[src/rtl/dpu_sequencer_if.sv]
// rtl/dpu_sequencer_if.sv - command stream and DPU micro-op bus between host, sequencer and DPU
//
// Signals:
//   cmd[7:0], cmd_valid, cmd_ready    command/operand byte stream into the sequencer
//   cc[3:0]                           DPU condition codes (cc[3] = negative)
//   op_valid, op_n, op_r, op_a, op_b  one DPU micro-op per cycle
//   mdata[7:0]                        immediate for load micro-ops
//   out_en                            DPU pixel output enable
// Modports:
//   master  the sequencer side
//   slave   the host/DPU side
interface dpu_sequencer_if;
  logic [7:0] cmd;
  logic       cmd_valid;
  logic       cmd_ready;
  logic [3:0] cc;
  logic       op_valid;
  logic [3:0] op_n;
  logic [3:0] op_r;
  logic [3:0] op_a;
  logic [3:0] op_b;
  logic [7:0] mdata;
  logic       out_en;

  modport master (
    input  cmd, cmd_valid, cc,
    output cmd_ready, op_valid, op_n, op_r, op_a, op_b, mdata, out_en
  );

  modport slave (
    output cmd, cmd_valid, cc,
    input  cmd_ready, op_valid, op_n, op_r, op_a, op_b, mdata, out_en
  );
endinterface

[src/rtl/dpu_sequencer.sv]
// rtl/dpu_sequencer.sv - point/line command sequencer issuing Bresenham micro-ops to a pixel DPU
//
// Ports:
//   clk      rising-edge clock
//   rst_n    asynchronous active-low reset
//   bus      dpu_sequencer_if.master: command stream in, micro-op bus and cc to/from the DPU
//   busy     high while the sequencer is not idle
//   cmd_err  one-cycle pulse after an unknown opcode byte is accepted
//
// Every output is a register loaded at the clock edge that ends the cycle of the
// state issuing it, so a state's micro-op is on the bus during the following cycle.
// The DPU therefore executes the compare while CMP_WAIT is current, and cc[3] is
// taken at the edge that leaves CMP_WAIT.
module dpu_sequencer #(
  parameter logic [7:0] CMD_LINE  = 8'h4C,
  parameter logic [7:0] CMD_POINT = 8'h50
) (
  input  logic            clk,
  input  logic            rst_n,
  dpu_sequencer_if.master bus,
  output logic            busy,
  output logic            cmd_err
);

  localparam logic [3:0] S_INIT0    = 4'd0;
  localparam logic [3:0] S_INIT1    = 4'd1;
  localparam logic [3:0] S_IDLE     = 4'd2;
  localparam logic [3:0] S_P_ARG    = 4'd3;
  localparam logic [3:0] S_L_ARG    = 4'd4;
  localparam logic [3:0] S_L_SETUP  = 4'd5;
  localparam logic [3:0] S_PLOT     = 4'd6;
  localparam logic [3:0] S_CMP      = 4'd7;
  localparam logic [3:0] S_CMP_WAIT = 4'd8;
  localparam logic [3:0] S_Y_INC    = 4'd9;
  localparam logic [3:0] S_ERR_UPD  = 4'd10;
  localparam logic [3:0] S_X_INC    = 4'd11;

  localparam logic [3:0] OP_ADD = 4'd0;
  localparam logic [3:0] OP_SUB = 4'd1;
  localparam logic [3:0] OP_DBL = 4'd2;
  localparam logic [3:0] OP_CMP = 4'd6;
  localparam logic [3:0] OP_LD  = 4'd8;

  localparam logic [3:0] R_DX     = 4'd0;
  localparam logic [3:0] R_DY     = 4'd1;
  localparam logic [3:0] R_ERR    = 4'd2;
  localparam logic [3:0] R_EINC   = 4'd3;
  localparam logic [3:0] R_ENOINC = 4'd4;
  localparam logic [3:0] R_XS     = 4'd5;
  localparam logic [3:0] R_XE     = 4'd6;
  localparam logic [3:0] R_YS     = 4'd7;
  localparam logic [3:0] R_YE     = 4'd8;
  localparam logic [3:0] R_X      = 4'd9;
  localparam logic [3:0] R_Y      = 4'd10;
  localparam logic [3:0] R_COL    = 4'd11;
  localparam logic [3:0] R_C1     = 4'd12;
  localparam logic [3:0] R_C0     = 4'd13;

  logic [3:0]  state_q, state_d;
  logic [2:0]  arg_q, arg_d;        // operand byte index within a command
  logic [2:0]  step_q, step_d;      // setup micro-op index
  logic        point_q, point_d;    // current command is a point
  logic        neg_q, neg_d;        // error term was negative at the last compare
  logic [7:0]  tx_q, tx_d;
  logic [7:0]  txe_q, txe_d;
  logic [7:0]  ys_q, ys_d;

  logic        op_valid_q, op_valid_d;
  logic [15:0] op_q, op_d;          // {op_n, op_r, op_a, op_b}
  logic [7:0]  mdata_q, mdata_d;
  logic        out_en_q, out_en_d;
  logic        cmd_err_q, cmd_err_d;
  logic        cmd_ready_q, cmd_ready_d;
  logic        busy_q, busy_d;

  logic        accept;
  logic        unused_cc;

  assign accept    = bus.cmd_valid & cmd_ready_q;
  assign unused_cc = ^bus.cc[2:0];

  function automatic logic takes_bytes(input logic [3:0] s);
    return (s == S_IDLE) || (s == S_P_ARG) || (s == S_L_ARG);
  endfunction

  always_comb begin
    state_d    = state_q;
    arg_d      = arg_q;
    step_d     = step_q;
    point_d    = point_q;
    neg_d      = neg_q;
    tx_d       = tx_q;
    txe_d      = txe_q;
    ys_d       = ys_q;
    op_valid_d = 1'b0;
    op_d       = 16'h0000;
    mdata_d    = 8'h00;
    out_en_d   = 1'b0;
    cmd_err_d  = 1'b0;

    case (state_q)
      S_INIT0: begin
        op_valid_d = 1'b1;
        op_d       = {OP_LD, R_C1, 8'h00};
        mdata_d    = 8'h01;
        state_d    = S_INIT1;
      end
      S_INIT1: begin
        op_valid_d = 1'b1;
        op_d       = {OP_LD, R_C0, 8'h00};
        mdata_d    = 8'h00;
        state_d    = S_IDLE;
      end
      S_IDLE: begin
        if (accept) begin
          arg_d = 3'd0;
          if (bus.cmd == CMD_POINT) begin
            state_d = S_P_ARG;
            point_d = 1'b1;
          end else if (bus.cmd == CMD_LINE) begin
            state_d = S_L_ARG;
            point_d = 1'b0;
          end else begin
            cmd_err_d = 1'b1;
          end
        end
      end
      S_P_ARG: begin
        if (accept) begin
          op_valid_d = 1'b1;
          mdata_d    = bus.cmd;
          arg_d      = arg_q + 3'd1;
          case (arg_q)
            3'd0:    op_d = {OP_LD, R_X, 8'h00};
            3'd1:    op_d = {OP_LD, R_Y, 8'h00};
            default: begin
              op_d    = {OP_LD, R_COL, 8'h00};
              arg_d   = 3'd0;
              state_d = S_PLOT;
            end
          endcase
        end
      end
      S_L_ARG: begin
        if (accept) begin
          op_valid_d = 1'b1;
          mdata_d    = bus.cmd;
          arg_d      = arg_q + 3'd1;
          case (arg_q)
            3'd0: begin
              op_d = {OP_LD, R_XS, 8'h00};
              tx_d = bus.cmd;
            end
            3'd1: begin
              op_d = {OP_LD, R_YS, 8'h00};
              ys_d = bus.cmd;
            end
            3'd2: begin
              op_d  = {OP_LD, R_XE, 8'h00};
              txe_d = bus.cmd;
            end
            3'd3:    op_d = {OP_LD, R_YE, 8'h00};
            default: begin
              op_d    = {OP_LD, R_COL, 8'h00};
              arg_d   = 3'd0;
              step_d  = 3'd0;
              state_d = S_L_SETUP;
            end
          endcase
        end
      end
      S_L_SETUP: begin
        // dy, dx, 2dy, err = 2dy-dx, einc = 2dy-2dx, then start point
        op_valid_d = 1'b1;
        step_d     = step_q + 3'd1;
        case (step_q)
          3'd0: op_d = {OP_SUB, R_DY, R_YE, R_YS};
          3'd1: op_d = {OP_SUB, R_DX, R_XE, R_XS};
          3'd2: op_d = {OP_DBL, R_ENOINC, R_DY, 4'd0};
          3'd3: op_d = {OP_SUB, R_ERR, R_ENOINC, R_DX};
          3'd4: op_d = {OP_SUB, R_EINC, R_ERR, R_DX};
          3'd5: begin
            op_d    = {OP_LD, R_X, 8'h00};
            mdata_d = tx_q;
          end
          default: begin
            op_d    = {OP_LD, R_Y, 8'h00};
            mdata_d = ys_q;
            step_d  = 3'd0;
            state_d = S_PLOT;
          end
        endcase
      end
      S_PLOT: begin
        out_en_d = 1'b1;
        // '>=' rather than '==' so a reversed line stops after its first pixel
        if (point_q || (tx_q >= txe_q)) state_d = S_IDLE;
        else                            state_d = S_CMP;
      end
      S_CMP: begin
        op_valid_d = 1'b1;
        op_d       = {OP_CMP, 4'd0, R_ERR, R_C0};
        state_d    = S_CMP_WAIT;
      end
      S_CMP_WAIT: begin
        neg_d   = bus.cc[3];
        state_d = bus.cc[3] ? S_ERR_UPD : S_Y_INC;
      end
      S_Y_INC: begin
        op_valid_d = 1'b1;
        op_d       = {OP_ADD, R_Y, R_Y, R_C1};
        state_d    = S_ERR_UPD;
      end
      S_ERR_UPD: begin
        op_valid_d = 1'b1;
        op_d       = {OP_ADD, R_ERR, R_ERR, (neg_q ? R_ENOINC : R_EINC)};
        state_d    = S_X_INC;
      end
      S_X_INC: begin
        op_valid_d = 1'b1;
        op_d       = {OP_ADD, R_X, R_X, R_C1};
        tx_d       = tx_q + 8'd1;
        state_d    = S_PLOT;
      end
      default: state_d = S_INIT0;
    endcase

    // Ready only while both the current and next state take bytes, so it drops
    // on the edge that accepts a command's last byte and never overlaps PLOT.
    cmd_ready_d = takes_bytes(state_q) && takes_bytes(state_d);
    busy_d      = !((state_q == S_IDLE) && (state_d == S_IDLE));
  end

  always_ff @(posedge clk or negedge rst_n) begin
    if (!rst_n) begin
      state_q     <= S_INIT0;
      arg_q       <= 3'd0;
      step_q      <= 3'd0;
      point_q     <= 1'b0;
      neg_q       <= 1'b0;
      tx_q        <= 8'h00;
      txe_q       <= 8'h00;
      ys_q        <= 8'h00;
      op_valid_q  <= 1'b0;
      op_q        <= 16'h0000;
      mdata_q     <= 8'h00;
      out_en_q    <= 1'b0;
      cmd_err_q   <= 1'b0;
      cmd_ready_q <= 1'b0;
      busy_q      <= 1'b1;
    end else begin
      state_q     <= state_d;
      arg_q       <= arg_d;
      step_q      <= step_d;
      point_q     <= point_d;
      neg_q       <= neg_d;
      tx_q        <= tx_d;
      txe_q       <= txe_d;
      ys_q        <= ys_d;
      op_valid_q  <= op_valid_d;
      op_q        <= op_d;
      mdata_q     <= mdata_d;
      out_en_q    <= out_en_d;
      cmd_err_q   <= cmd_err_d;
      cmd_ready_q <= cmd_ready_d;
      busy_q      <= busy_d;
    end
  end

  assign bus.cmd_ready = cmd_ready_q;
  assign bus.op_valid  = op_valid_q;
  assign bus.op_n      = op_q[15:12];
  assign bus.op_r      = op_q[11:8];
  assign bus.op_a      = op_q[7:4];
  assign bus.op_b      = op_q[3:0];
  assign bus.mdata     = mdata_q;
  assign bus.out_en    = out_en_q;
  assign busy          = busy_q;
  assign cmd_err       = cmd_err_q;

endmodule

[src/flat_wrapper.sv]
// flat-port wrapper written by rule: the top's interface ports become plain ports
module dpu_sequencer_flat 
#(
  parameter logic [7:0] CMD_LINE  = 8'h4C,
  parameter logic [7:0] CMD_POINT = 8'h50
)
  (clk, rst_n, busy, cmd_err, bus_cmd, bus_cmd_valid, bus_cc, bus_cmd_ready, bus_op_valid, bus_op_n, bus_op_r, bus_op_a, bus_op_b, bus_mdata, bus_out_en);
  dpu_sequencer_if bus_i ();
  input  logic clk;
  input  logic rst_n;
  output logic busy;
  output logic cmd_err;
  input wire logic [$bits(bus_i.cmd)-1:0] bus_cmd;
  input wire logic [$bits(bus_i.cmd_valid)-1:0] bus_cmd_valid;
  input wire logic [$bits(bus_i.cc)-1:0] bus_cc;
  output wire logic [$bits(bus_i.cmd_ready)-1:0] bus_cmd_ready;
  output wire logic [$bits(bus_i.op_valid)-1:0] bus_op_valid;
  output wire logic [$bits(bus_i.op_n)-1:0] bus_op_n;
  output wire logic [$bits(bus_i.op_r)-1:0] bus_op_r;
  output wire logic [$bits(bus_i.op_a)-1:0] bus_op_a;
  output wire logic [$bits(bus_i.op_b)-1:0] bus_op_b;
  output wire logic [$bits(bus_i.mdata)-1:0] bus_mdata;
  output wire logic [$bits(bus_i.out_en)-1:0] bus_out_en;
  assign bus_i.cmd = bus_cmd;
  assign bus_i.cmd_valid = bus_cmd_valid;
  assign bus_i.cc = bus_cc;
  assign bus_cmd_ready = bus_i.cmd_ready;
  assign bus_op_valid = bus_i.op_valid;
  assign bus_op_n = bus_i.op_n;
  assign bus_op_r = bus_i.op_r;
  assign bus_op_a = bus_i.op_a;
  assign bus_op_b = bus_i.op_b;
  assign bus_mdata = bus_i.mdata;
  assign bus_out_en = bus_i.out_en;
  dpu_sequencer #(.CMD_LINE(CMD_LINE), .CMD_POINT(CMD_POINT)) u_core (.clk(clk), .rst_n(rst_n), .bus(bus_i), .busy(busy), .cmd_err(cmd_err));
endmodule
[config.mk]
export PLATFORM = sky130hd
export DESIGN_NAME = dpu_sequencer_flat
export DESIGN_NICKNAME = d
export VERILOG_FILES = /design/src/rtl/dpu_sequencer_if.sv /design/src/rtl/dpu_sequencer.sv /design/src/flat_wrapper.sv
export SDC_FILE = /design/constraint.sdc
export NUM_CORES = 1
export LEC_CHECK = 0
export CAP_MARGIN = 20
export CORE_ASPECT_RATIO = 1.1
export CORE_MARGIN = 1.5
export CORE_UTILIZATION = 25
export DETAILED_ROUTE_END_ITERATION = 8
export SYNTH_ARGS = -nofsm -noshare
export SYNTH_HDL_FRONTEND = slang
export SYNTH_SLANG_ARGS = --single-unit
[constraint.sdc]
create_clock -name clk -period 2.26 [get_ports clk]
set_input_delay 0.226 -clock clk [delete_from_list [all_inputs] [get_ports clk]]
set_output_delay 0.226 -clock clk [all_outputs]
set_load 0.01 [all_outputs]
# == Word level (Yosys, flattened, before mapping) ==
# Cells that the tools add are included.
# word_totals
ff_bits,65
in_bits,15
output_inout_bits,29
word_cells,119
# op_classes
addsub,3
order_cmp,1
eq_ne,29
n_mux,43
n_bitwise,1
reduce_logical,27
# op_table
cell,count
$pmux W16 S9,1
$pmux W16 S6,1
$pmux W12 S4,1
$pmux W4 S12,1
$mux W16,2
$mux W4,8
$pmux W8 S2,2
$mux W3,10
$mux W8,3
$pmux W8 S3,1
$eq A4 B3 Y1 const B,5
$pmux W10 S2,1
$eq A4 B2 Y1 const B,4
$eq A4 B4 Y1 const B,4
$eq A8 B7 Y1 const B,2
$reduce_and A3 Y1,5
$eq A3 B2 Y1 const B,4
$pmux W3 S3,1
$add A8 B1 Y8 const B,1
$ge A8 B8 Y1,1
$mux W1,8
$reduce_or A7 Y1,1
$add A3 B1 Y3 const B,2
$eq A3 B1 Y1 const B,2
20 further kinds,33

# == Logic depth before layout (Yosys ltp) ==
# Gate-level depths: netlist (run 1).
# depth
word_depth,9
ltp_mapped,8
depth_no_buf,7

# == Least setup slack after synthesis (run 1) ==
# OpenSTA, ideal clock, no wires.
# synth_path
path_type,register -> register
from,register u_core.state_q[3]
to,register u_core.cmd_ready_q (netlist: u_core.bus.cmd_ready)
setup_time_ns,0.121
arrival_ns,1.719
required_time_ns,2.139
slack_ns,0.419
stages_incl_launch_ff,7
n_path_buf,1
period_less_slack_ns,1.841
cell_sequence,dfrtp_1 -> buf_6 -> or4b_4 -> or3_4 -> nor2_1 -> nor4_1 -> o2bb2ai_1
# synth_via
elab_chain_len,8
word_cells_on_any_way,29
classes_between,14 x eq/ne; 9 x mux; 6 x reduce/logical
# synth_lines
item,line_no,text
from (decl),dpu_sequencer.sv:59,"logic [3:0] state_q, state_d;"
from (signal assigned),dpu_sequencer.sv:252,state_q <= state_d;
$mux W4,dpu_sequencer.sv:120,end else if (bus.cmd == CMD_LINE) begin
$mux W4,dpu_sequencer.sv:117,if (bus.cmd == CMD_POINT) begin
$mux W4,dpu_sequencer.sv:115,if (accept) begin
$pmux W4 S12,dpu_sequencer.sv:101,case (state_q)
$eq A4 B2 Y1,dpu_sequencer.sv:83,return (s == S_IDLE) || (s == S_P_ARG) || (s == S_L_ARG);
$logic_or A1 B1 Y1 (2 in series),dpu_sequencer.sv:83,
$logic_and A1 B1 Y1 (*),dpu_sequencer.sv:230,cmd_ready_d = takes_bytes(state_q) && takes_bytes(state_d);
named net u_core.cmd_ready_d,dpu_sequencer.sv:73,"logic cmd_ready_q, cmd_ready_d;"
to (signal assigned),dpu_sequencer.sv:265,cmd_ready_q <= cmd_ready_d;
to (decl),dpu_sequencer.sv:73,
# The timed path passes the listed nets; every way through them passes the cells marked *.
# A chain may end at the register's enable or synchronous reset.

# == Worst setup path after layout (run 1) ==
# layout_path
from,register u_core.state_q[1]
to,register u_core.mdata_q[7] (netlist: u_core.bus.mdata[7])
# layout_via
elab_chain_len,3
word_cells_on_any_way,6
classes_between,3 x eq/ne; 1 x mux; 2 x reduce/logical
# layout_lines
item,line_no,text
$eq A4 B3 Y1 or $eq A4 B2 Y1 (tied branches),dpu_sequencer.sv:101,
$reduce_or A2 Y1 (no source line),--,
$pmux W8 S3 (*),dpu_sequencer.sv:101,
named net u_core.mdata_d[7],dpu_sequencer.sv:70,"logic [7:0] mdata_q, mdata_d;"
to (signal assigned),dpu_sequencer.sv:262,mdata_q <= mdata_d;
to (decl),dpu_sequencer.sv:70,
# Marks and branches as above.

==> impl_table.tex, run 1 <==
\begin{tabular}{lr}
\hline
Metric & Value \\
\hline
\multicolumn{2}{l}{\textbf{Drt}} \\
\quad DR pass1 iterations & 5 \\
\quad Routed vias/inst & 4.840 \\
\quad WL/cell & between 15 and 20 um \\
\quad Antenna-violating nets left & 0 \\
\quad DRC Markers & 0 \\
\quad Total wire length & roughly 9400 um \\
\quad Number of DRC markers after the initial detailed-route iteration & 170 \\
\quad DR vias & 3,020 \\
\multicolumn{2}{l}{\textbf{Clock network}} \\
\quad Root cell of the clock tree & sky130\_fd\_sc\_hd\_\_clkbuf\_16 \\
\quad \# Post-CTS Setup Buffers & 0 \\
\quad Clock transition time at the flip-flop clock pins of the worst setup and hold paths & approximately 0.060 ns \\
\quad Source-to-sink clock delay at the later pin of the worst-skew pair & 0.34 ns \\
\quad Clock tree from TritonCTS & yes \\
\quad Bufs on Longest Clock Path & 2 \\
\quad Number of clock sinks & 65 \\
\quad H-Tree Level Count & 3 \\
\quad TritonCTS Buffers & 9 \\
\multicolumn{2}{l}{\textbf{Timing}} \\
\quad Period utilisation layout & roughly 91\% \\
\quad Worst hold margin & 0.4089 ns \\
\quad Final critical path time including I/O delays and setup & 2.055 ns \\
\quad Maximum clock rate & 0.4866 GHz \\
\quad Relative slew slack & 62.66\% \\
\quad Worst clock skew & 0.007660 ns \\
\quad Final Slew Violations & 0 \\
\quad Final hold vios & 0 \\
\quad Setup TNS Final & 0 ns \\
\quad Setup repair after global routing missed its margin & false \\
\quad Number of failing setup endpoints in the final timing report & 0 \\
\quad Final worst slack & slightly above 0.2 ns \\
\quad Transition time at the pin with the least slew margin & around 0.56 ns \\
\multicolumn{2}{l}{\textbf{Place}} \\
\quad Pre-CTS setup slack & 0.05886 ns \\
\quad Input/output buffers & 40 \\
\quad Post-detail-place hpwl & 6945 um \\
\quad Final weighted congestion of routability-driven global placement & 0.8973 \\
\multicolumn{2}{l}{\textbf{Power}} \\
\quad P per Cell Area & around 1200 nW/um\^{}2 \\
\quad Part of the power in registers & 31.6\% \\
\quad Relative contribution of the clock network to total power & 27.3\% \\
\quad VDD IR max & 0.4046 mV \\
\quad Power Internal & 3.480 mW \\
\quad Switch Pwr & 2.069 mW \\
\quad Leakage power figure & 2.130 nW \\
\quad Proportion of power drawn by combinational gates & approximately two fifths \\
\quad Switching power share of the total & 37.29\% \\
\multicolumn{2}{l}{\textbf{Worst setup path}} \\
\quad Worst path arrival time & between 2 and 2.5 ns \\
\quad Crit. End Element & flop \\
\quad Highest-delay cell along the critical path & sky130\_fd\_sc\_hd\_\_a211oi\_2 \\
\quad Combined buffer and inverter count along the critical path & 3 \\
\quad Family with the most delay on the worst path & compound AO/OA/AOI/OAI gates \\
\quad Most numerous cell on the critical path & sky130\_fd\_sc\_hd\_\_buf\_4 \\
\quad Type of origin of the critical path & flop \\
\quad Max stage delay on crit path & 0.51 ns \\
\quad Series of cell instances along the critical path & buf\_4 > nor2b\_1 > nand2\_1 > a211oi\_2 > buf\_4 > a222oi\_1 > inv\_1 \\
\quad Setup Crit Path Kind & flop to flop \\
\quad Biggest fanout along the worst timing path & 13 \\
\quad Required arrival time at the worst endpoint & about 2.5 ns \\
\multicolumn{2}{l}{\textbf{Logic synthesis}} \\
\quad Portion of the post-synthesis area used by sequential elements & between 40\% and 50\% \\
\quad Net count of the mapped netlist & a little over 400 \\
\quad Distinct cell type count of the synthesized netlist & 57 \\
\quad Mapped Area & 3521 sq um \\
\quad Count of flip-flops with a built-in enable after synthesis & 0 \\
\quad Synthesized area divided by synthesized cell count & 9.490 sq um \\
\quad Flop and latch count out of synthesis & 65 \\
\quad Yosys warns & 0 \\
\quad Post-synth ARST share & between 90\% and 100\% \\
\quad Synth Instances & 371 \\
\quad Most common flop cell mapped by yosys & sky130\_fd\_sc\_hd\_\_dfrtp\_1 \\
\multicolumn{2}{l}{\textbf{Run}} \\
\quad Count of maximum capacitance violations & 0 \\
\multicolumn{2}{l}{\textbf{Global routing}} \\
\quad Final global-route overflow total & 0 \\
\quad Global-route wire length before repair & approximately 15,000 um \\
\quad Vias in the first global route & 3,011 \\
\quad Initial antenna violation count & 0 \\
\quad All-Layer GR Usage & 13.76\% \\
\quad Largest net degree at the start of global routing & 66 \\
\multicolumn{2}{l}{\textbf{Finish}} \\
\quad Layout overhead on the synthesized area & 31.27\% \\
\quad Most frequent cells in the layout & 63 x sky130\_fd\_sc\_hd\_\_dfrtp\_1, 39 x sky130\_fd\_sc\_hd\_\_nand2\_1, 39 x sky130\_fd\_sc\_hd\_\_clkdlybuf4s50\_1 \\
\quad Leading cell type in the layout, fill and taps excluded & sky130\_fd\_sc\_hd\_\_dfrtp\_1 \\
\quad NumNets Final & roughly 470 \\
\quad Fraction of layout cells with a size suffix above 1 & 12.16\% \\
\quad Diode insertion count for antenna repair & 0 \\
\multicolumn{2}{l}{\textbf{Floorplan}} \\
\quad Number of top-level design ports & 44 \\
\quad Effective utilization at floorplan & 25.52\% \\
\quad Die ar. & 14,810 sq um \\
\quad Die Y & 127.5 um \\
\quad Std-Cell Rows & 45 \\
\quad Core area & 13,790 sq um \\
\quad Die width & 116.2 um \\
\multicolumn{2}{l}{\textbf{Run status}} \\
\quad Run status & completed \\
\multicolumn{2}{l}{\textbf{Min path}} \\
\quad Class of the tightest hold or removal check & primary input to async pin \\
\hline
\end{tabular}
-- through the flow --
stage          util, %  total power, mW  cell area (sq um)  instances
2_1_floorplan        -            3.154               3521        371
3_3_place_gp     30.98            3.982               4273        607
3_5_place_dp     30.98            4.023               4273        607
4_1_cts          33.43            5.572               4612        624
5_1_grt          33.51            5.937               4622        624
6_report         33.51            5.549               4622        624
-- state kept, by name, summed over array words and instances (netlist names), 3 cells and up --
register / flops
u_core.step_q: 3
u_core.op_q: 16
u_core.bus.mdata: 8
u_core.arg_q: 3
u_core.ys_q: 8
u_core.state_q: 4
u_core.tx_q: 8
u_core.txe_q: 8
-- worst reg2reg max path, delay by kind of cell, from the launching register on --
kind / cells / cell delay (ns)
flops: 1 / 0.42
buf+inv: 3 / 0.57
compound gates: 2 / 0.58
simple gates: 2 / 0.42
-- power by group through the flow --
stage	registers (mW)	clock network, mW	logic [mW]
after floorplan	1.76	0	1.40
after global placement	1.76	0	2.22
after detailed placement	1.77	0	2.25
after CTS	1.75	1.55	2.27
after global routing	1.79	1.61	2.53
final	1.75	1.51	2.28
-- routing by layer --
layer / up-vias / GRT usage [%] / part of all wire, %
li1: 1448 / - / -
met1: 1474 / 17.42 / 44
met2: 80 / 21.90 / 48
met3: 18 / 3.843 / 4.8
met4: 0 / 5.882 / 2.3
met5: - / 0 / 0
-- cells by family after synthesis --
kind of cell / share of synthesized area, %
flip-flops: 46.23
adder cells (fa/ha/maj): 6.752
buffers and inverters: 5.757
AND/OR/NAND/NOR: 18.69
multiplexers: 3.767
AO/OA/AOI/OAI: 18.80
-- final timing paths --
path / from / to / slack, ns / depth (start not counted)
worst max register to register: u_core.state_q[1]$_DFF_PN0_ / u_core.bus.mdata[7]$_DFF_PN0_ / 0.21 / 7
worst min-delay path: rst_n / u_core.op_q[13]$_DFF_PN0_ / 0.41 / 3
max in group asynchronous: rst_n / u_core.busy$_DFF_PN1_ / 1.48 / 3
worst max-delay path: u_core.state_q[1]$_DFF_PN0_ / u_core.bus.mdata[7]$_DFF_PN0_ / 0.21 / 7
min in group clk: u_core.ys_q[2]$_DFFE_PN0P_ / u_core.ys_q[2]$_DFFE_PN0P_ / 0.49 / 1
worst min register to register: u_core.ys_q[2]$_DFFE_PN0P_ / u_core.ys_q[2]$_DFFE_PN0P_ / 0.49 / 1
-- cells in the mapped netlist (2+ instances only) --
master / instances / area [sq um]
sky130_fd_sc_hd__and2_1: 4 / 25.02
sky130_fd_sc_hd__and3_1: 2 / 12.51
sky130_fd_sc_hd__buf_2: 3 / 15.01
sky130_fd_sc_hd__ha_1: 19 / 237.7
sky130_fd_sc_hd__nor4_1: 3 / 18.77
sky130_fd_sc_hd__a222oi_1: 8 / 80.08
sky130_fd_sc_hd__a21o_1: 3 / 22.52
sky130_fd_sc_hd__nor2_1: 17 / 63.81
sky130_fd_sc_hd__nand2b_1: 5 / 31.28
sky130_fd_sc_hd__nand3b_1: 5 / 37.54
sky130_fd_sc_hd__inv_1: 30 / 112.6
sky130_fd_sc_hd__o31ai_1: 4 / 30.03
sky130_fd_sc_hd__mux2_1: 9 / 101.4
sky130_fd_sc_hd__clkbuf_1: 11 / 41.29
sky130_fd_sc_hd__o22ai_1: 6 / 37.54
sky130_fd_sc_hd__o21ai_0: 22 / 110.1
sky130_fd_sc_hd__a22o_1: 3 / 26.28
sky130_fd_sc_hd__nand3_1: 15 / 75.07
sky130_fd_sc_hd__a21oi_1: 19 / 95.09
sky130_fd_sc_hd__nand4_1: 2 / 12.51
sky130_fd_sc_hd__a31oi_1: 3 / 18.77
sky130_fd_sc_hd__o2bb2ai_1: 2 / 17.52
sky130_fd_sc_hd__mux2i_1: 2 / 20.02
sky130_fd_sc_hd__o21a_1: 2 / 15.01
sky130_fd_sc_hd__nand2_1: 39 / 146.4
sky130_fd_sc_hd__or3_1: 3 / 18.77
sky130_fd_sc_hd__buf_4: 2 / 15.01
sky130_fd_sc_hd__o21bai_1: 2 / 15.01
sky130_fd_sc_hd__o21ai_1: 11 / 55.05
sky130_fd_sc_hd__dfrtp_1: 64 / 1602
sky130_fd_sc_hd__nor3_1: 6 / 30.03
sky130_fd_sc_hd__nor2b_1: 14 / 87.58
sky130_fd_sc_hd__a211oi_1: 5 / 37.54
sky130_fd_sc_hd__nor3b_1: 3 / 22.52
-- timing repair --
action,in CTS,in global routing
setup endpoints to repair,0,11
hold buffers,1,0
hold endpoints to repair,64,0
gates resized for setup,0,3
-- area by class of cell --
cell class / count / area [sq um]
Clock buffer: 10 / 239.0
Tap cell: 188 / 235.2
Timing Repair Buffer: 67 / 613.1
Multi-Input combinational cell: 257 / 1699
Inverter: 31 / 116.4
Clock inverter: 6 / 90.09
Sequential cell: 65 / 1629
Fill cell: 1442 / 9173
(Power assumes the default switching activity.)
==> run 2: changes to the inputs <==
--- a/config.mk
+++ b/config.mk
@@ -8,7 +8,7 @@
 export CAP_MARGIN = 20
 export CORE_ASPECT_RATIO = 1.1
 export CORE_MARGIN = 1.5
-export CORE_UTILIZATION = 25
+export CORE_UTILIZATION = 30
 export DETAILED_ROUTE_END_ITERATION = 8
 export SYNTH_ARGS = -nofsm -noshare
 export SYNTH_HDL_FRONTEND = slang
==> run 2 against run 1 <==
Effect of this change: non-clock buffer count up 1; register-to-register slack worse by 0.05 ns; die area down 16%; worst setup slack worse by 0.053 ns; final cell count down 5.9%; maximum frequency down 2.5%; core utilization up 6.4 points; combinational power about the same; largest power group unchanged; highest routed layer unchanged.
==> impl_table.tex, run 2 (synthesis gave the netlist of run 1 again) <==
\begin{tabular}{lr}
\hline
Metric & Value \\
\hline
\multicolumn{2}{l}{\textbf{Run status}} \\
\quad Run status & completed \\
\multicolumn{2}{l}{\textbf{Floorplan}} \\
\quad Number of top-level design ports & 44 (unchanged) \\
\quad Die ar. & 12,400 sq um (-16\%) \\
\quad Die Y & 116.6 um (-8.5\%) \\
\quad Std-Cell Rows & 41 (-8.9\%) \\
\quad Core area & 11,440 sq um (-17\%) \\
\quad Effective utilization at floorplan & 30.78\% (+5.3 points) \\
\quad Die width & 106.3 um (-8.5\%) \\
\multicolumn{2}{l}{\textbf{Place}} \\
\quad Final weighted congestion of routability-driven global placement & 0.8986 (+0.14\%) \\
\quad Input/output buffers & 40 (unchanged) \\
\quad Post-detail-place hpwl & 6836 um (-1.6\%) \\
\quad Post-DP Area & 4233 sq um (-0.94\%) \\
\quad Pre-CTS setup slack & -0.04374 ns (-0.1026 ns) \\
\multicolumn{2}{l}{\textbf{Finish}} \\
\quad Leading cell type in the layout, fill and taps excluded & sky130\_fd\_sc\_hd\_\_dfrtp\_1 \\
\quad NumNets Final & 466 (+0.22\%) \\
\quad Diode insertion count for antenna repair & 0 (unchanged) \\
\quad Layout overhead on the synthesized area & 29.82\% \\
\quad Flip-flop count of the largest register after layout & 16 (unchanged) \\
\quad Most frequent cells in the layout & 64 x sky130\_fd\_sc\_hd\_\_dfrtp\_1, 39 x sky130\_fd\_sc\_hd\_\_nand2\_1, 39 x sky130\_fd\_sc\_hd\_\_clkdlybuf4s50\_1 \\
\quad Post-route standard cell area excluding fillers & 4571 sq um (-1.1\%) \\
\quad Largest register by flop count & u\_core.op\_q \\
\quad Fraction of layout cells with a size suffix above 1 & 12.13\% (-0.028 points) \\
\multicolumn{2}{l}{\textbf{Worst setup path}} \\
\quad Worst path arrival time & 2.31 ns (about the same) \\
\quad Setup slack, reg-to-reg & 0.15 ns (-0.05 ns) \\
\quad Number of cell instances on the worst register-to-register path & 7 (unchanged) \\
\quad R2r startpoint & u\_core.step\_q[0]\$\_DFFE\_PN0P\_ \\
\quad Required arrival time at the worst endpoint & 2.46 ns (-0.07 ns) \\
\quad Crit. End Element & flop \\
\quad Setup Crit Path Kind & flop to flop \\
\quad Biggest fanout along the worst timing path & 8 (-5) \\
\quad Capturing point of the worst reg2reg path & u\_core.state\_q[0]\$\_DFF\_PN0\_ \\
\quad Type of origin of the critical path & flop \\
\multicolumn{2}{l}{\textbf{Clock network}} \\
\quad Clock tree from TritonCTS & yes \\
\quad Clock transition time at the flip-flop clock pins of the worst setup and hold paths & 0.06 ns (about the same) \\
\quad H-Tree Level Count & 3 (unchanged) \\
\quad Source-to-sink clock delay at the later pin of the worst-skew pair & 0.33 ns (about the same) \\
\quad \# Post-CTS Setup Buffers & 0 (unchanged) \\
\quad TritonCTS Buffers & 9 (unchanged) \\
\quad Bufs on Longest Clock Path & 2 (unchanged) \\
\quad Root cell of the clock tree & sky130\_fd\_sc\_hd\_\_clkbuf\_16 \\
\quad Number of clock sinks & 65 (unchanged) \\
\multicolumn{2}{l}{\textbf{Timing}} \\
\quad Final worst slack & 0.1519 ns (-0.05316 ns) \\
\quad Maximum clock rate & 0.4744 GHz (-2.5\%) \\
\quad Setup repair after global routing missed its margin & false \\
\quad Final hold vios & 0 (unchanged) \\
\quad Worst hold margin & 0.4352 ns (+0.02636 ns) \\
\quad Worst clock skew & 0.008707 ns (+0.001048 ns) \\
\quad Number of failing setup endpoints in the final timing report & 0 (unchanged) \\
\quad Transition time at the pin with the least slew margin & 0.8778 ns (+0.3187 ns) \\
\quad Period utilisation layout & 93.28\% (+2.4 points) \\
\quad Relative slew slack & 41.26\% (-21 points) \\
\quad Final critical path time including I/O delays and setup & 2.108 ns (+0.05316 ns) \\
\quad Final Slew Violations & 0 (unchanged) \\
\quad Setup TNS Final & 0 ns (unchanged) \\
\multicolumn{2}{l}{\textbf{Drt}} \\
\quad Routed vias/inst & 5.092 (+5.2\%) \\
\quad Total wire length & 9320 um (-0.73\%) \\
\quad DRC Markers & 0 (unchanged) \\
\quad WL/cell & 15.88 um (+5.5\%) \\
\quad Number of DRC markers after the initial detailed-route iteration & 209 (+23\%) \\
\quad DR pass1 iterations & 5 (unchanged) \\
\quad DR vias & 2,989 (-1.0\%) \\
\quad Antenna-violating nets left & 0 (unchanged) \\
\multicolumn{2}{l}{\textbf{Power}} \\
\quad Leakage power figure & 2.129 nW (about the same) \\
\quad Part of the power in registers & 31.3\% (-0.3 points) \\
\quad Switch Pwr & 2.078 mW (+0.42\%) \\
\quad Proportion of power drawn by combinational gates & 41.7\% (+0.5 points) \\
\quad Switching power share of the total & 37.58\% (+0.29 points) \\
\quad VDD IR max & 0.4900 mV (+21\%) \\
\quad P per Cell Area & 1210 nW/um\^{}2 (+0.78\%) \\
\quad Power consumption & 5.530 mW (-0.34\%) \\
\quad Relative contribution of the clock network to total power & 27.0\% (-0.3 points) \\
\quad Power Internal & 3.452 mW (-0.80\%) \\
\multicolumn{2}{l}{\textbf{Global routing}} \\
\quad Final global-route overflow total & 0 (unchanged) \\
\quad Initial antenna violation count & 0 (unchanged) \\
\quad Largest net degree at the start of global routing & 43 (-35\%) \\
\quad All-Layer GR Usage & 16.12\% (+2.4 points) \\
\quad Vias in the first global route & 2,897 (-3.8\%) \\
\quad Global-route wire length before repair & 15,240 um (-1.6\%) \\
\multicolumn{2}{l}{\textbf{Min path}} \\
\quad Class of the tightest hold or removal check & primary input to async pin \\
\multicolumn{2}{l}{\textbf{Run}} \\
\quad Count of maximum capacitance violations & 0 (unchanged) \\
\hline
\end{tabular}
## run 2: cell types whose count changed in the layout (fill, tap and decap cells not counted)
cell | previous run | this run
sky130_fd_sc_hd__clkinv_4 | 1 | 0
sky130_fd_sc_hd__dfrtp_2 | 1 | 0
sky130_fd_sc_hd__dfrtp_1 | 63 | 64
sky130_fd_sc_hd__buf_4 | 25 | 26
sky130_fd_sc_hd__clkinv_2 | 1 | 2
sky130_fd_sc_hd__clkbuf_8 | 1 | 0
sky130_fd_sc_hd__clkinvlp_4 | 1 | 2
## run 2: metrics by stage
step	util, %	instances
2_1_floorplan	-	371
3_3_place_gp	37.00	570
3_5_place_dp	37.00	570
4_1_cts	39.90	587
5_1_grt	39.95	587
6_report	39.95	587
## run 2: worst max-delay path by stage
stage                     depth (start not counted)  slack [ns]                        endpoint                          from
after floorplan                                   6        0.42  u_core.bus.cmd_ready$_DFF_PN0_   u_core.state_q[3]$_DFF_PN0_
after global placement                            7        0.06   u_core.bus.mdata[3]$_DFF_PN0_  u_core.step_q[0]$_DFFE_PN0P_
after detailed placement                          7       -0.04   u_core.bus.mdata[7]$_DFF_PN0_  u_core.step_q[0]$_DFFE_PN0P_
after CTS                                         7        0.07     u_core.state_q[0]$_DFF_PN0_  u_core.step_q[0]$_DFFE_PN0P_
after global routing                              5        0.02   u_core.bus.mdata[0]$_DFF_PN0_   u_core.state_q[2]$_DFF_PN0_
final                                             7        0.15     u_core.state_q[0]$_DFF_PN0_  u_core.step_q[0]$_DFFE_PN0P_
## run 2: worst max-delay path, stage by stage, from the launching register on
cell	delay (ns)
sky130_fd_sc_hd__dfrtp_1	0.49
sky130_fd_sc_hd__inv_1	0.11
sky130_fd_sc_hd__ha_1	0.27
sky130_fd_sc_hd__nor2_1	0.17
sky130_fd_sc_hd__nand3b_1	0.21
sky130_fd_sc_hd__nor2b_1	0.23
sky130_fd_sc_hd__nor4_2	0.38
sky130_fd_sc_hd__nand3_1	0.12
## run 2: layout make-up
class,instances,area (sq um)
clock buffer,9,225.2
clock inverter,7,93.84
fill,1086,6869
inverter,31,116.4
multi-input combinational,257,1699
sequential,65,1628
tap,150,187.7
timing repair buffer,68,620.6
## run 2: what timing repair did
action                                 CTS  global route
setup endpoints to repair                9             2
endpoints found under the hold margin   22             0
resized for setup                        1             1
hold buffers                             1             0
## run 2: layer usage
metal  global-route usage, %  share of wire [%]
met5                       0                  0
met4                   6.396                2.1
met3                   3.404                5.0
met2                   26.37                 48
met1                   20.94                 45
## run 2: power groups by stage
stage	sequential [mW]	combinational, mW	clock [mW]
4_1_cts	1.74	2.29	1.52
3_3_place_gp	1.75	2.23	0
3_5_place_dp	1.75	2.27	0
6_report	1.73	2.31	1.49
2_1_floorplan	1.76	1.40	0
5_1_grt	1.78	2.56	1.58
==> run 3: changes to the inputs <==
--- a/config.mk
+++ b/config.mk
@@ -10,6 +10,7 @@
 export CORE_MARGIN = 1.5
 export CORE_UTILIZATION = 30
 export DETAILED_ROUTE_END_ITERATION = 8
+export GPL_ROUTABILITY_DRIVEN = 0
 export SYNTH_ARGS = -nofsm -noshare
 export SYNTH_HDL_FRONTEND = slang
 export SYNTH_SLANG_ARGS = --single-unit
==> constraint.sdc (replaced) <==
create_clock -name clk -period 2.3 [get_ports clk]
set_input_delay 0.23 -clock clk [delete_from_list [all_inputs] [get_ports clk]]
set_output_delay 0.23 -clock clk [all_outputs]
set_load 0.01 [all_outputs]
==> run 3 against run 2 <==
Effect of this change: worst setup slack improved by 0.069 ns; critical path depth unchanged; sequential power about the same; design area about the same.
==> impl_table.tex, run 3 (synthesis gave the netlist of run 1 again) <==
\begin{tabular}{lr}
\hline
Metric & Value \\
\hline
\multicolumn{2}{l}{\textbf{Run status}} \\
\quad Run status & completed \\
\multicolumn{2}{l}{\textbf{Floorplan}} \\
\quad Effective utilization at floorplan & 30.78\% (unchanged) \\
\quad Die Y & 116.6 um (unchanged) \\
\quad Die ar. & 12,400 sq um (unchanged) \\
\quad Std-Cell Rows & 41 (unchanged) \\
\quad Die width & 106.3 um (unchanged) \\
\quad Number of top-level design ports & 44 (unchanged) \\
\quad Core area & 11,440 sq um (unchanged) \\
\multicolumn{2}{l}{\textbf{Timing}} \\
\quad Worst clock skew & 0.003702 ns (-0.005006 ns) \\
\quad Final Slew Violations & 0 (unchanged) \\
\quad Period utilisation layout & 90.40\% (-2.9 points) \\
\quad Maximum clock rate & 0.4809 GHz (+1.4\%) \\
\quad Transition time at the pin with the least slew margin & 0.7575 ns (-0.1203 ns) \\
\quad Setup TNS Final & 0 ns (unchanged) \\
\quad Relative slew slack & 49.50\% (+8.2 points) \\
\quad Final critical path time including I/O delays and setup & 2.079 ns (-0.02879 ns) \\
\quad Number of failing setup endpoints in the final timing report & 0 (unchanged) \\
\quad Setup repair after global routing missed its margin & false \\
\quad Final hold vios & 0 (unchanged) \\
\multicolumn{2}{l}{\textbf{Finish}} \\
\quad Diode insertion count for antenna repair & 0 (unchanged) \\
\quad Area used by multi-input combinational logic & 1702 sq um (+0.15\%) \\
\quad Most frequent cells in the layout & 64 x sky130\_fd\_sc\_hd\_\_dfrtp\_1, 39 x sky130\_fd\_sc\_hd\_\_nand2\_1, 39 x sky130\_fd\_sc\_hd\_\_clkdlybuf4s50\_1 \\
\quad Layout overhead on the synthesized area & 29.74\% (about the same) \\
\quad Flip-flop count of the largest register after layout & 16 (unchanged) \\
\quad Leading cell type in the layout, fill and taps excluded & sky130\_fd\_sc\_hd\_\_dfrtp\_1 \\
\quad Fraction of layout cells with a size suffix above 1 & 11.55\% (-0.58 points) \\
\quad Filler Cell Count & 1,127 (+3.8\%) \\
\quad Largest register by flop count & u\_core.op\_q \\
\quad Flip-flop and latch area & 1628 sq um (unchanged) \\
\quad NumNets Final & 462 (-0.86\%) \\
\quad Post-route standard cell area excluding fillers & 4568 sq um (about the same) \\
\multicolumn{2}{l}{\textbf{Clock network}} \\
\quad H-Tree Level Count & 3 (unchanged) \\
\quad TritonCTS Buffers & 9 (unchanged) \\
\quad Clock transition time at the flip-flop clock pins of the worst setup and hold paths & 0.06 ns (about the same) \\
\quad Root cell of the clock tree & sky130\_fd\_sc\_hd\_\_clkbuf\_16 \\
\quad Source-to-sink clock delay at the later pin of the worst-skew pair & 0.34 ns (about the same) \\
\quad Clock tree from TritonCTS & yes \\
\quad Number of clock sinks & 65 (unchanged) \\
\quad Bufs on Longest Clock Path & 2 (unchanged) \\
\multicolumn{2}{l}{\textbf{Global routing}} \\
\quad Final global-route overflow total & 0 (unchanged) \\
\quad All-Layer GR Usage & 16.43\% (+0.31 points) \\
\quad Global-route wire length before repair & 15,520 um (+1.8\%) \\
\quad Largest net degree at the start of global routing & 36 (-16\%) \\
\quad Initial antenna violation count & 0 (unchanged) \\
\quad Vias in the first global route & 3,032 (+4.7\%) \\
\multicolumn{2}{l}{\textbf{Worst setup path}} \\
\quad Setup Crit Path Kind & flop to flop \\
\quad Crit. End Element & flop \\
\quad Worst path arrival time & 2.29 ns (-0.02 ns) \\
\quad Family with the most delay on the worst path & simple AND/OR/NAND/NOR gates \\
\quad Required arrival time at the worst endpoint & 2.51 ns (+0.05 ns) \\
\quad Series of cell instances along the critical path & inv\_1 > ha\_1 > nor2\_1 > nand3b\_1 > nor2b\_1 > nor4\_2 > nand3\_1 \\
\quad Combined buffer and inverter count along the critical path & 1 (unchanged) \\
\quad Type of origin of the critical path & flop \\
\quad Biggest fanout along the worst timing path & 8 (unchanged) \\
\quad Max stage delay on crit path & 0.49 ns (about the same) \\
\quad Highest-delay cell along the critical path & sky130\_fd\_sc\_hd\_\_dfrtp\_1 \\
\multicolumn{2}{l}{\textbf{Place}} \\
\quad Input/output buffers & 40 (unchanged) \\
\quad Post-DP Area & 4203 sq um (-0.71\%) \\
\quad Post-detail-place hpwl & 6715 um (-1.8\%) \\
\multicolumn{2}{l}{\textbf{Drt}} \\
\quad DR pass1 iterations & 5 (unchanged) \\
\quad Number of DRC markers after the initial detailed-route iteration & 196 (-6.2\%) \\
\quad DR vias & 2,985 (-0.13\%) \\
\quad Routed vias/inst & 5.120 (+0.55\%) \\
\quad Total wire length & 9288 um (-0.34\%) \\
\quad WL/cell & 15.93 um (+0.34\%) \\
\quad Antenna-violating nets left & 0 (unchanged) \\
\quad DRC Markers & 0 (unchanged) \\
\multicolumn{2}{l}{\textbf{Run}} \\
\quad Count of maximum capacitance violations & 0 (unchanged) \\
\multicolumn{2}{l}{\textbf{Power}} \\
\quad Power Internal & 3.478 mW (+0.76\%) \\
\quad Part of the power in registers & 31.0\% (-0.3 points) \\
\quad P per Cell Area & 1208 nW/um\^{}2 (-0.13\%) \\
\quad VDD IR max & 0.3995 mV (-18\%) \\
\quad Switching power share of the total & 36.99\% (-0.59 points) \\
\quad Switch Pwr & 2.041 mW (-1.8\%) \\
\quad Leakage power figure & 2.118 nW (-0.51\%) \\
\quad Relative contribution of the clock network to total power & 28.8\% (+1.8 points) \\
\quad Proportion of power drawn by combinational gates & 40.1\% (-1.6 points) \\
\multicolumn{2}{l}{\textbf{Min path}} \\
\quad Class of the tightest hold or removal check & flop to flop \\
\hline
\end{tabular}
[run 3: cell types whose count changed in the layout (fill, tap and decap cells not counted)]
cell / before / now
sky130_fd_sc_hd__clkinv_2: 2 / 1
sky130_fd_sc_hd__clkinv_4: 0 / 1
sky130_fd_sc_hd__nor2_2: 1 / 2
sky130_fd_sc_hd__bufinv_16: 2 / 3
sky130_fd_sc_hd__inv_6: 1 / 0
sky130_fd_sc_hd__buf_4: 26 / 22
sky130_fd_sc_hd__nor2_1: 16 / 15
[run 3: worst paths after layout]
path,startpoint,end,slack [ns],cells after the start
worst max-delay path,u_core.step_q[0]$_DFFE_PN0P_,u_core.state_q[0]$_DFF_PN0_,0.22,7
worst min-delay path,u_core.ys_q[6]$_DFFE_PN0P_,u_core.ys_q[6]$_DFFE_PN0P_,0.49,1
worst max register to register,u_core.step_q[0]$_DFFE_PN0P_,u_core.state_q[0]$_DFF_PN0_,0.22,7
worst min register to register,u_core.ys_q[6]$_DFFE_PN0P_,u_core.ys_q[6]$_DFFE_PN0P_,0.49,1
max in group asynchronous,rst_n,u_core.bus.mdata[6]$_DFF_PN0_,1.15,3
min in group asynchronous,rst_n,u_core.bus.mdata[0]$_DFF_PN0_,0.51,2
[run 3: through the flow]
step | utilization (%) | worst slack [ns] | std cells | hold WS (ns) | power [mW]
final | 39.93 | 0.2207 | 583 | 0.4889 | 5.520
after global routing | 39.93 | 0.08416 | 583 | 0.4968 | 5.929
after CTS | 39.83 | 0.02761 | 583 | 0.4897 | 5.535
after detailed placement | 36.74 | 0.03898 | 566 | 0.3458 | 3.908
after global placement | 36.74 | 0.1231 | 566 | 0.3373 | 3.883
after floorplan | - | 0.4593 | 371 | -0.06559 | 3.099
[run 3: layer usage]
layer | vias up | track usage, % | wire length [um]
li1 | 1443 | - | -
met1 | 1423 | 21.38 | 4129
met2 | 105 | 26.67 | 4371
met3 | 14 | 4.408 | 637
met4 | 0 | 5.315 | 150
met5 | - | 0 | 0
[run 3: power groups by stage]
| stage | registers (mW) | logic, mW | clock network (mW) |
|---|---|---|---|
| finish | 1.71 | 2.22 | 1.59 |
| global route | 1.76 | 2.49 | 1.68 |
| CTS | 1.71 | 2.21 | 1.62 |
| detailed placement | 1.73 | 2.18 | 0 |
| global placement | 1.72 | 2.16 | 0 |
| floorplan | 1.73 | 1.37 | 0 |
[run 3: layout make-up]
type                            instances  area share (%)
Multi-Input combinational cell        257           37.25
Inverter                               31           2.547
Tap cell                              150           4.108
Clock buffer                            9           4.930
Timing Repair Buffer                   64           12.93
Sequential cell                        65           35.63
Clock inverter                          7           2.602
[run 3: repair_timing]
action / 4_1_cts / 5_1_grt
hold endpoints to repair: 20 / 0
hold buffers: 1 / 0
resized for setup: 0 / 3
setup endpoints to repair: 0 / 10
setup buffers: 0 / 0
